`config.mk`:
```
export PLATFORM = sky130hd
export DESIGN_NAME = reorder_buffer
export DESIGN_NICKNAME = d
export VERILOG_FILES = /design/src/rtl/reorder_buffer.sv
export SDC_FILE = /design/constraint.sdc
export NUM_CORES = 2
export LEC_CHECK = 0
export ABC_CLOCK_PERIOD_IN_PS = 8100
export CORE_UTILIZATION = 45
export DETAILED_ROUTE_END_ITERATION = 10
export PLACE_DENSITY = 0.64
export SYNTH_ARGS = -nofsm -noshare
export SYNTH_HDL_FRONTEND = slang
export SYNTH_SLANG_ARGS = --single-unit
```
`constraint.sdc`:
```
create_clock -name clk -period 8.1 [get_ports clk]
set_input_delay 1.215 -clock clk [delete_from_list [all_inputs] [get_ports clk]]
set_output_delay 1.215 -clock clk [all_outputs]
set_load 0.005 [all_outputs]
```
`src/rtl/reorder_buffer.sv`:
```
// Sixteen-entry circular reorder buffer: allocates indices at dispatch, captures
// results from a 4-port CDB, forwards operand readiness, retires one entry per cycle in order.
module reorder_buffer #(
    parameter int unsigned DATA_W = 16
) (
    input  logic              clk,
    input  logic              rst,
    input  logic              alloc_valid,
    input  logic [3:0]        alloc_dest,
    output logic              alloc_ready,
    output logic [3:0]        alloc_index,
    input  logic              cdb_valid     [0:3],
    input  logic [3:0]        cdb_rob_index [0:3],
    input  logic [DATA_W-1:0] cdb_result    [0:3],
    input  logic [3:0]        q_index1,
    input  logic [3:0]        q_index2,
    output logic              q_ready1,
    output logic              q_ready2,
    output logic [DATA_W-1:0] q_value1,
    output logic [DATA_W-1:0] q_value2,
    output logic              commit_valid,
    output logic [3:0]        commit_index,
    output logic [3:0]        commit_dest,
    output logic [DATA_W-1:0] commit_value,
    input  logic              flush,
    output logic [4:0]        count
);

    localparam int unsigned DEPTH = 16;
    localparam int unsigned IDX_W = 4;
    localparam int unsigned CNT_W = 5;
    localparam int unsigned PORTS = 4;

    logic [DEPTH-1:0]  valid;
    logic [DEPTH-1:0]  done;
    logic [IDX_W-1:0]  dest  [DEPTH];
    logic [DATA_W-1:0] value [DEPTH];
    logic [IDX_W-1:0]  head;
    logic [IDX_W-1:0]  tail;

    logic [DEPTH-1:0]  hit;
    logic [DATA_W-1:0] hit_value [DEPTH];
    logic              alloc_fire;
    logic              commit_fire;

    // Per-entry CDB match; descending scan leaves the lowest matching port in place.
    always_comb begin : cdb_match
        hit = '0;
        for (int e = 0; e < DEPTH; e++) begin
            hit_value[e] = '0;
            for (int p = PORTS - 1; p >= 0; p--) begin
                if (cdb_valid[p] && (cdb_rob_index[p] == IDX_W'(e))) begin
                    hit[e]       = 1'b1;
                    hit_value[e] = cdb_result[p];
                end
            end
        end
    end

    always_comb begin : control
        alloc_ready = (count < CNT_W'(DEPTH));
        alloc_index = tail;
        alloc_fire  = alloc_valid & alloc_ready;
        // Retirement looks only at stored state, never at a same-cycle CDB hit.
        commit_fire = valid[head] & done[head];
    end

    // Operand lookup with same-cycle CDB forwarding so dispatch never misses a wakeup.
    always_comb begin : lookup
        q_ready1 = valid[q_index1] & (done[q_index1] | hit[q_index1]);
        q_ready2 = valid[q_index2] & (done[q_index2] | hit[q_index2]);
        q_value1 = '0;
        q_value2 = '0;
        if (q_ready1) q_value1 = done[q_index1] ? value[q_index1] : hit_value[q_index1];
        if (q_ready2) q_value2 = done[q_index2] ? value[q_index2] : hit_value[q_index2];
    end

    always_ff @(posedge clk) begin : state_regs
        if (rst || flush) begin
            valid        <= '0;
            done         <= '0;
            head         <= '0;
            tail         <= '0;
            count        <= '0;
            commit_valid <= 1'b0;
            if (rst) begin
                commit_index <= '0;
                commit_dest  <= '0;
                commit_value <= '0;
            end
        end else begin
            for (int e = 0; e < DEPTH; e++) begin
                if (valid[e] && !done[e] && hit[e]) done[e] <= 1'b1;
            end
            if (alloc_fire) begin
                valid[tail] <= 1'b1;
                done[tail]  <= 1'b0;
                tail        <= tail + IDX_W'(1);
            end
            commit_valid <= commit_fire;
            if (commit_fire) begin
                valid[head]  <= 1'b0;
                head         <= head + IDX_W'(1);
                commit_index <= head;
                commit_dest  <= dest[head];
                commit_value <= value[head];
            end
            count <= count + CNT_W'(alloc_fire) - CNT_W'(commit_fire);
        end
    end

    // Payload storage needs no reset: it is only read behind valid/done.
    always_ff @(posedge clk) begin : entry_data
        for (int e = 0; e < DEPTH; e++) begin
            if (!rst && !flush && valid[e] && !done[e] && hit[e]) value[e] <= hit_value[e];
        end
        if (!rst && !flush && alloc_fire) begin
            dest[tail]  <= alloc_dest;
            value[tail] <= '0;
        end
    end

endmodule
```
==> flow_summary_export.csv <==
group,metric,value,unit
clocking,cts_sinks,394,
worst_setup_path,cpMaxStageDelayCell,"nor2_2",
worst_setup_path,worstSetupPathType,"in2out",
power_and_ir_drop,seqPwrFrac,37.5,%
global_routing,grt_pass1_vias,37342,
global_routing,grt_pass1_wl,311000,um
run_status,status,"finished with violations",
synth,syn-num-nets,4192,
synth,synthCells,4078,
power_and_ir_drop,p_leak,12.3,nW
synth,synth-seq-cells,394,
route,first_pass_iters,11,
worst_setup_path,worst_setup_path_end_kind,"primary output",
power_and_ir_drop,power,0.00541,W
clocking,insertion_delay,0.62,ns
timing,clock.fmax,125,MHz
floorplanning,num_rows,101,
power_and_ir_drop,switching_power,0.00181,W
clocking,clockRootBuffer,"clkbuf_16",
place,portBuffers,168,
floorplanning,die_height,280,um
flow_run,maxCapViolCount,3,
clocking,cts_tree,"built",
clocking,cts.clk_slew.worst_paths,0.05,ns
route,drc_errors,1,
worst_setup_path,critical_path.max_stage_delay,0.98,ns
timing,drv_slew,5,
route,dr_total_vias,41705,
floorplanning,num_io_pins,169,
power_and_ir_drop,p_sw_share,33.5,%
clocking,cts_hold_buf,0,
synth,synth_edf_count,88,
place,place.gp.congestion,1.13,
worst_setup_path,cp-start-kind,"primary input",
floorplanning,die_area,78600,sq um
synth,synthTopCellsByCount,"nor2_1, a211oi_1, clkbuf_1, nand2_1, dfxtp_1",
power_and_ir_drop,ir_worst_vdd,161,uV
synth,ys.flop_type,"dfxtp_1",
place,dp_hpwl,167000,um
final_layout,register_area,8780,sq um
timing,layout_setup_ws,0.0798,ns
worst_setup_path,critical_path.cell_chain,"clkdlybuf4s50_1, or3b_1, nor2_2, a211oi_1, o31ai_2, o22ai_1, o32ai_1, a21oi_1, nor4_1, buf_4, clkdlybuf4s50_1",
min_path,hp-class,"reg2reg",
synth,yosysMostFrequentCell,"nor2_1",
timing,timing.slew.headroom,-1.18,%
final_layout,drive_above_1_share,18.1,%
clocking,cts_htree_levels,2,
route,ant_nets,0,
synth,syn_avg_cell_area,8.55,sq um
place,preCtsSetupSlack,0.458,ns
global_routing,overflow,0,
timing,fin_setup_tns,0,ns
clocking,cts-resized-gates,0,
global_routing,grt_antenna_before_repair,13,
power_and_ir_drop,combPwrFrac,21.4,%
route,vias_per_cell,8.11,
power_and_ir_drop,clkPwrFrac,41.1,%
worst_setup_path,path_max_fanout,19,
clocking,post_cts_buffers,0,
final_layout,fillers,7223,
final_layout,syn_to_final_growth,13.7,%
power_and_ir_drop,p_int,0.00360,W
timing,rsz0062_at_grt,"false",
timing,setup-violations-final,0,
synth,ys_top_cells_by_area,"mux4_2, dfxtp_1, a211oi_1, edfxtp_1, nor2_1",
worst_setup_path,arrival,6.81,ns
timing,hold_viol,0,
synth,syn_area,34800,sq um
worst_setup_path,crit_top_cell,"clkdlybuf4s50_1",
worst_setup_path,crit_buf_inv,3,
timing,timing.hold.ws,0.494,ns
floorplanning,coreArea,76300,sq um
route,drt_iter0_drc,9301,
synth,netlist.area_leader.share,18.3,%
timing,min_period,8.02,ns
route,wire_per_inst,44.8,um
synth,yosys_warnings,0,
synth,yosys.area.top_type,"mux4_2",
power_and_ir_drop,powerDensity,136,nW/um^2
timing,finalClockSkew,0.0339,ns
floorplanning,fp.dieW,280,um
run_status,violations,"design-rule violations, max-capacitance violations, max-slew violations",
clocking,clockBufferDepth,3,
synth,ys_async_sr_fraction,0,%
worst_setup_path,cp.required,6.88,ns
floorplanning,initial_core_util,45.7,%
synth,synth.distinct_cells,92,
synth,seq_area_frac_synth,25.2,%
global_routing,track_usage,57.0,%
clocking,cts_buffers,46,
final_layout,fin_nets,4176,
global_routing,grt_max_degree,69,
timing,tightestPinTransition,1.51,ns
timing,min_period_over_period,99.0,%
route,wirelength,230000,um
final_layout,final_util,51.9,%
final_layout,multi_input_area,24100,sq um
worst_setup_path,crit_family,"simple AND/OR/NAND/NOR gates",
## final cells by class
type / count / area share [%]
clock buffers: 65 / 3.38
diodes: 13 / 0.0821
inverters: 35 / 0.331
well taps: 1030 / 3.25
multi-input cells: 3153 / 60.8
clock inverters: 19 / 0.603
repair buffers: 432 / 9.36
flip-flops and latches: 394 / 22.1
## per-stage QoR
| stage | area (sq um) | std cells |
|---|---|---|
| 6_report | 39600 | 5141 |
| 5_1_grt | 39600 | 5128 |
| 4_1_cts | 39600 | 5128 |
| 3_5_place_dp | 38000 | 5044 |
| 3_3_place_gp | 38000 | 5044 |
| 2_1_floorplan | 34800 | 4078 |
## placed cells by master (no fill, tap or decap), drive strengths merged, types with 13 or more instances in the layout
| master | synthesis | routed |
|---|---|---|
| a221oi | 21 | 21 |
| a211oi | 405 | 405 |
| nor2b | 21 | 21 |
| nand3 | 152 | 152 |
| o211ai | 19 | 19 |
| a22oi | 112 | 112 |
| a211o | 13 | 13 |
| or3 | 18 | 18 |
| o31a | 57 | 57 |
| mux2i | 81 | 81 |
| a2bb2oi | 22 | 22 |
| o31ai | 51 | 51 |
| dfxtp | 306 | 306 |
| clkdlybuf4s50 | 0 | 161 |
| diode | 0 | 13 |
| edfxtp | 88 | 88 |
| o221ai | 25 | 25 |
| nor3 | 78 | 78 |
| and2 | 42 | 42 |
| inv | 33 | 37 |
| o311ai | 76 | 76 |
| o22ai | 53 | 53 |
| a2111oi | 15 | 15 |
| a31oi | 22 | 22 |
| o21a | 27 | 27 |
| o311a | 60 | 60 |
| o21ai | 90 | 90 |
| mux4 | 283 | 283 |
| or2 | 16 | 16 |
| o32ai | 17 | 17 |
| clkbuf | 331 | 65 |
| nand3b | 30 | 30 |
| nand2b | 14 | 14 |
| a21oi | 190 | 190 |
| ha | 13 | 13 |
| nor4 | 29 | 29 |
| nor2 | 617 | 617 |
| buf | 165 | 271 |
| nand2 | 319 | 319 |
## worst paths after layout
check / from / to / slack (ns) / cells after the start
max: cdb_rob_index[6] / q_value1[5] / 0.08 / 11
min: value[0][5] / value[0][5] / 0.49 / 2
max reg2reg: head[1] / count[4] / 4.18 / 15
min reg2reg: value[0][5] / value[0][5] / 0.49 / 2
## power groups by stage
stage | Clock (W) | Combinational, W | Sequential, W
finish | 0.00222 | 0.00116 | 0.00203
global route | 0.00228 | 0.00113 | 0.00203
CTS | 0.00220 | 0.00105 | 0.00203
detailed placement | 0 | 0.00105 | 0.00207
global placement | 0 | 0.00106 | 0.00207
floorplan | 0 | 0.000546 | 0.00207
## tightest hold or removal path, stage by stage (launching register included)
cell and delay [ns]:
dfxtp_1 0.32, nand2_1 0.06, a21oi_1 0.06
## per-layer routing
metal  part of all wire, %  track usage [%]
met2                    37             73.7
met5                  0.12             1.56
met1                    35             69.5
met3                    20             35.6
met4                   8.3             35.4
## cell families (layout without fill, tap and decap cells)
kind of cell / Yosys count / count (layout) / synth area share (%)
XOR/XNOR: 10 / 10 / 0.251
buffers and inverters: 531 / 551 / 6.21
AO/OA/AOI/OAI: 1363 / 1363 / 28.9
adder cells (fa/ha/maj): 14 / 14 / 0.524
other: 0 / 13 / 0
multiplexers: 374 / 374 / 20.9
AND/OR/NAND/NOR: 1392 / 1392 / 18.0
flip-flops: 394 / 394 / 25.2
## registers in the layout, summed over array words and instances (netlist names), named ones only
name / count
commit_valid: 1
done: 16
valid: 16
value: 256
alloc_index: 4
commit_dest: 4
commit_index: 4
head: 4
commit_value: 16
dest: 64
count: 5
No activity file was read; power rests on OpenSTA's default activity.
